### src/rtl/bk_slice_add_seq.sv
`default_nettype none
// ============================================================================
//  Module   : bk_slice_add_seq
//  Purpose  : Multi-cycle WIDTH-bit add/subtract sequencer. It drives one
//             shared, external, combinational SLICE-bit Brent-Kung adder core
//             over NSLICE cycles. Slices go least-significant first, and the
//             inter-slice carry ripples through a register.
//  Revision : 1.0  initial release
// ----------------------------------------------------------------------------
//  Ports
//    clk          in   1      rising-edge clock
//    rst_n        in   1      asynchronous active-low reset
//    start_valid  in   1      request valid
//    start_ready  out  1      block can accept a request (IDLE)
//    op_a         in   WIDTH  minuend / addend A
//    op_b         in   WIDTH  subtrahend / addend B
//    sub          in   1      1 = A-B, 0 = A+B
//    add_a        out  SLICE  slice operand A to the adder core
//    add_b        out  SLICE  slice operand B to the adder core (inverted for sub)
//    add_cin      out  1      carry-in to the adder core
//    add_sum      in   SLICE  adder core sum
//    add_cout     in   1      adder core carry-out
//    res_valid    out  1      result valid (DONE)
//    res_ready    in   1      consumer accepts the result
//    result       out  WIDTH  sum or difference mod 2^WIDTH
//    carry_out    out  1      final carry; for sub, 1 = no borrow
//    busy         out  1      state != IDLE
// ============================================================================
module bk_slice_add_seq #(
    parameter int WIDTH = 64,
    parameter int SLICE = 8
) (
    input  logic             clk,
    input  logic             rst_n,
    input  logic             start_valid,
    output logic             start_ready,
    input  logic [WIDTH-1:0] op_a,
    input  logic [WIDTH-1:0] op_b,
    input  logic             sub,
    output logic [SLICE-1:0] add_a,
    output logic [SLICE-1:0] add_b,
    output logic             add_cin,
    input  logic [SLICE-1:0] add_sum,
    input  logic             add_cout,
    output logic             res_valid,
    input  logic             res_ready,
    output logic [WIDTH-1:0] result,
    output logic             carry_out,
    output logic             busy
);

    localparam int NSLICE = WIDTH / SLICE;
    localparam int CNT_W  = (NSLICE > 1) ? $clog2(NSLICE) : 1;
    localparam logic [CNT_W-1:0] C_LAST_SLICE = CNT_W'(NSLICE - 1);

    // Reject configurations where the slices would not tile the operand.
    if ((SLICE < 1) || (WIDTH < SLICE) || ((WIDTH % SLICE) != 0)) begin : g_bad_params
        $error("bk_slice_add_seq: WIDTH must be a positive multiple of SLICE");
    end

    typedef enum logic [1:0] {
        ST_IDLE = 2'd0,
        ST_RUN  = 2'd1,
        ST_DONE = 2'd2
    } state_t;

    state_t           state_q,     state_d;
    logic [CNT_W-1:0] cnt_q,       cnt_d;
    logic             carry_q,     carry_d;
    logic [WIDTH-1:0] a_q,         a_d;
    logic [WIDTH-1:0] b_q,         b_d;
    logic             sub_q,       sub_d;
    logic [WIDTH-1:0] result_q,    result_d;
    logic             carry_out_q, carry_out_d;

    // Bit offset of the slice currently being processed.
    int unsigned slice_base;

    // ------------------------------------------------------------------
    // State registers
    // ------------------------------------------------------------------
    always_ff @(posedge clk or negedge rst_n) begin
        if (!rst_n) begin
            state_q     <= ST_IDLE;
            cnt_q       <= '0;
            carry_q     <= 1'b0;
            a_q         <= '0;
            b_q         <= '0;
            sub_q       <= 1'b0;
            result_q    <= '0;
            carry_out_q <= 1'b0;
        end else begin
            state_q     <= state_d;
            cnt_q       <= cnt_d;
            carry_q     <= carry_d;
            a_q         <= a_d;
            b_q         <= b_d;
            sub_q       <= sub_d;
            result_q    <= result_d;
            carry_out_q <= carry_out_d;
        end
    end

    // ------------------------------------------------------------------
    // Next-state and adder-core drive
    // ------------------------------------------------------------------
    always_comb begin
        state_d     = state_q;
        cnt_d       = cnt_q;
        carry_d     = carry_q;
        a_d         = a_q;
        b_d         = b_q;
        sub_d       = sub_q;
        result_d    = result_q;
        carry_out_d = carry_out_q;
        add_a       = '0;
        add_b       = '0;
        add_cin     = 1'b0;
        slice_base  = int'(cnt_q) * SLICE;

        case (state_q)
            ST_IDLE: begin
                if (start_valid) begin
                    a_d         = op_a;
                    b_d         = op_b;
                    sub_d       = sub;
                    // Subtraction is A + ~B + 1: the +1 enters as the first carry-in.
                    carry_d     = sub;
                    cnt_d       = '0;
                    // Cleared so a partially built result never exposes the old one.
                    result_d    = '0;
                    carry_out_d = 1'b0;
                    state_d     = ST_RUN;
                end
            end

            ST_RUN: begin
                add_a   = a_q[slice_base +: SLICE];
                add_b   = b_q[slice_base +: SLICE] ^ {SLICE{sub_q}};
                add_cin = carry_q;
                // The core's outputs are only consumed here, so X on them
                // elsewhere cannot reach any register.
                result_d[slice_base +: SLICE] = add_sum;
                carry_d = add_cout;
                if (cnt_q == C_LAST_SLICE) begin
                    carry_out_d = add_cout;
                    cnt_d       = '0;
                    state_d     = ST_DONE;
                end else begin
                    cnt_d = cnt_q + 1'b1;
                end
            end

            ST_DONE: begin
                // A start seen in this cycle is not accepted: start_ready
                // only rises once back in IDLE.
                if (res_ready) begin
                    state_d = ST_IDLE;
                end
            end

            default: begin
                state_d = ST_IDLE;
            end
        endcase
    end

    // ------------------------------------------------------------------
    // Outputs
    // ------------------------------------------------------------------
    // start_ready is qualified with rst_n so it stays low while reset is held.
    assign start_ready = (state_q == ST_IDLE) && rst_n;
    assign res_valid   = (state_q == ST_DONE);
    assign busy        = (state_q != ST_IDLE);
    assign result      = result_q;
    assign carry_out   = carry_out_q;

endmodule
`default_nettype wire

### config.mk
export PLATFORM = sky130hd
export DESIGN_NAME = bk_slice_add_seq
export DESIGN_NICKNAME = d
export VERILOG_FILES = /design/src/rtl/bk_slice_add_seq.sv
export SDC_FILE = /design/constraint.sdc
export NUM_CORES = 1
export LEC_CHECK = 0
export BUFFER_PORTS_ARGS = -buffer_cell sky130_fd_sc_hd__clkbuf_2
export CORE_MARGIN = 2
export CORE_UTILIZATION = 55
export DETAILED_ROUTE_END_ITERATION = 10
export PLACE_DENSITY = 0.82
export SLEW_MARGIN = 20
export SYNTH_ARGS = -nofsm -noshare
export SYNTH_HDL_FRONTEND = slang
export SYNTH_SLANG_ARGS = --single-unit
### constraint.sdc
create_clock -name clk -period 5.2 [get_ports clk]
set_input_delay 0.26 -clock clk [delete_from_list [all_inputs] [get_ports clk]]
set_output_delay 0.26 -clock clk [all_outputs]
set_load 0.02 [all_outputs]
==> impl_metrics.csv <==
group,metric,value,unit
detailed_routing,dr.pass1.iters,5,
layout,syn2layout_area_growth,20.68,%
timing,setup_viol,0,
placement,dp_hpwl,15160,µm
detailed_routing,remaining_drc_errors,0,
yosys,yosysSeqAreaShare,56.16,%
die,core_region_area,15890,µm²
die,start_util,56.10,%
timing,finalCriticalPeriod,3.403,ns
min_path,hp-start,"op_b[26]",
grt,grt_use_met3,5.787,%
worst_setup_path,cp_slowest_cell,"or4b_1",
power_and_ir_drop,p_total,0.006931,W
grt,grt_max_degree,129,
timing,rsz0062_at_grt,"false",
clocking,post_cts_buffers,0,
layout,drive_above_1_share,25.98,%
placement,gp_congestion,0.8268,
run_status,status,"completed",
yosys,syn-cell-area,8912,µm²
worst_setup_path,crit_required,5.49,ns
grt,overflow,0,
layout,fillerInstances,1266,
die,ios,227,
timing,fmax,293.8,MHz
worst_setup_path,cp_common_cell,"ha_1",
worst_setup_path,r2r_cells,8,
min_path,holdCritPathClass,"in -> reg",
die,die_area,17240,µm²
grt,antenna_found_initial,1,
worst_setup_path,rrSetupSlack,1.80,ns
job,drv_cap,0,
clocking,root_buffer,"clkbuf_16",
yosys,synth-warning-count,0,
timing,worst_pin_slew,1.012,ns
layout,final_cell_mix,"455 x nand2_1, 225 x clkbuf_2, 198 x dfrtp_1",
grt,top_usage_layer,"met2",
die,dieHeight,131.3,µm
grt,grt_pass1_vias,7247,
worst_setup_path,worstSetupPathType,"reg -> reg",
clocking,cts_tree,"yes",
worst_setup_path,end_kind,"flop",
layout,final_common_cell,"nand2_1",
timing,final.setup_skew,0.01206,ns
clocking,clkTransAtPathRegs,0.07,ns
worst_setup_path,r2r-start,"cnt_q[1]",
die,rows,46,
grt,met2_usage,42.66,%
timing,timing.hold.ws,0.01120,ns
yosys,ys_ff_latch,200,
worst_setup_path,cp_slowest_stage_delay,0.83,ns
yosys,netlist-cell-type-count,38,
layout,final_util,67.71,%
worst_setup_path,start_kind,"flop",
clocking,cts_buffers,17,
clocking,cts.sinks,200,
grt,grtUsageMet1,36.28,%
timing,drv_slew,0,
detailed_routing,vias,7499,
clocking,cts_htree_levels,4,
detailed_routing,drt_iter0_markers,732,
yosys,synth_cells,965,
clocking,clockBufferDepth,2,
power_and_ir_drop,p_leak,5.755,nW
worst_setup_path,crit_arrival,3.70,ns
timing,hold_viol,0,
detailed_routing,wire_per_inst,16.20,µm
grt,grt_pass1_wl,36700,µm
clocking,insertion_delay,0.43,ns
timing,slew_headroom,32.52,%
worst_setup_path,path_cells,"buf_4 > inv_1 > ha_1 > ha_1 > nor2_1 > or4b_1 > nand3_1 > o21ai_2",
worst_setup_path,worst-path-max-fanout,51,
min_path,holdPathStages,3,
worst_setup_path,worst_r2r_endpoint,"result[52]",
placement,port_buffers,226,
placement,place_area,10080,µm²
yosys,synth.avg_cell_area,9.236,µm²
timing,totalNegativeSetupSlack,0,ns
yosys,syn_nets,1112,
min_path,min_to,"b_q[26]",
detailed_routing,totalWireLength,22470,µm
grt,grt_usage,26.92,%
detailed_routing,viasPerCell,5.407,
timing,period_share,65.45,%
power_and_ir_drop,powerDensity,644.5,nW/µm²
layout,fin_area,10760,µm²
layout,nets,1304,
power_and_ir_drop,peakVddDrop,0.4090,mV
die,die_width,131.3,µm
detailed_routing,ant_nets,0,
## worst max-delay path: cells and delay by family, from the launching register on
kind | cells | cell delay (ns)
fa+ha+maj | 2 | 0.50
buf+inv | 2 | 0.76
compound gates | 1 | 0.07
flops | 1 | 0.34
simple gates | 3 | 1.57
## cell usage after synthesis
master      n  area (µm²)
nor2b_1     2       12.51
or4b_1      1       10.01
mux2_2      8       90.09
o21ai_2     8       70.07
o21ai_0    36       180.2
mux2_1      8       90.09
nor3b_2     1       12.51
a32o_1      1       10.01
o21ai_1    21       105.1
dfrtp_1   200        5005
nand3_1    49       245.2
nand2b_1    3       18.77
and2_1      3       18.77
nor3b_1     1       7.510
buf_6       2       22.52
mux2i_1    24       240.2
and3_1      1       6.260
nor4b_2     1       15.01
nand3b_1    2       15.01
o22ai_1     8       50.05
a21oi_1     9       45.04
mux4_2     16       360.4
ha_1        5       62.56
nand3_2     2       20.02
o31ai_1     3       22.52
nor2_1      7       26.28
nand4b_1    2       17.52
clkinv_1    1       3.750
inv_1      12       45.04
a221oi_1    8       70.07
nand4_1     2       12.51
and4bb_2    1       12.51
a22o_1      1       8.760
buf_1       3       11.26
buf_4       3       22.52
clkbuf_1   28       105.1
buf_2      26       130.1
nand2_1   456        1712
## sequential cells by signal, summed over array words and instances, names as in the netlist
signal / count
a_q: 64
b_q: 64
carry_out: 1
carry_q: 1
cnt_q: 3
result: 64
state_q: 2
sub_q: 1
## kinds of logic after synthesis
family | Yosys count | share of synthesized area (%)
flip-flops | 200 | 56.16
adder cells (fa/ha/maj) | 5 | 0.7020
multiplexers | 56 | 8.760
AO/OA/AOI/OAI | 95 | 6.304
buffers and inverters | 75 | 3.818
AND/OR/NAND/NOR | 534 | 24.26
## where the power goes
group	switching, W	total, W	internal (W)
logic	0.00181	0.00292	0.00110
clock network	0.000575	0.00136	0.000781
registers	0.000435	0.00266	0.00222
total	0.00282	0.00693	0.00411
## through the flow
stage,std cells,setup slack (ns)
finish,1387,1.797
global route,1387,1.480
CTS,1384,1.835
detailed placement,1350,1.834
global placement,1350,1.971
floorplan,965,2.701
## layer usage
metal  part of all wire, %  vias up  wire (µm)
met2                    48      286      10720
li1                      -     3537          -
met3                   6.2       54       1385
met4                   3.6        0        816
met5                     0        -          0
met1                    43     3622       9549
## worst max path at each step
stage | startpoint | endpoint | slack (ns) | cells past startpoint
floorplan | cnt_q[1] | result[54] | 2.70 | 11
global placement | cnt_q[0] | result[53] | 1.97 | 7
global route | cnt_q[0] | result[49] | 1.48 | 7
detailed placement | cnt_q[0] | result[51] | 1.83 | 7
finish | cnt_q[1] | result[52] | 1.80 | 8
CTS | cnt_q[0] | result[52] | 1.84 | 7
## area by class of cell
cell class                      instances  area (µm²)  share of cell area [%]
Multi-Input combinational cell        690        3586                   33.34
Clock buffer                           20       456.7                   4.246
Sequential cell                       200        5007                   46.56
Antenna cell                            1       2.502                 0.02327
Inverter                               13       48.80                  0.4537
Timing Repair Buffer                  235        1235                   11.48
Tap cell                              216       270.3                   2.513
Clock inverter                         12       148.9                   1.384
## what timing repair did
action	in CTS	in global routing
hold endpoints to repair	2	34
hold buffers	2	1
gates resized for setup	0	0
Power figures use the tool's default switching activity.
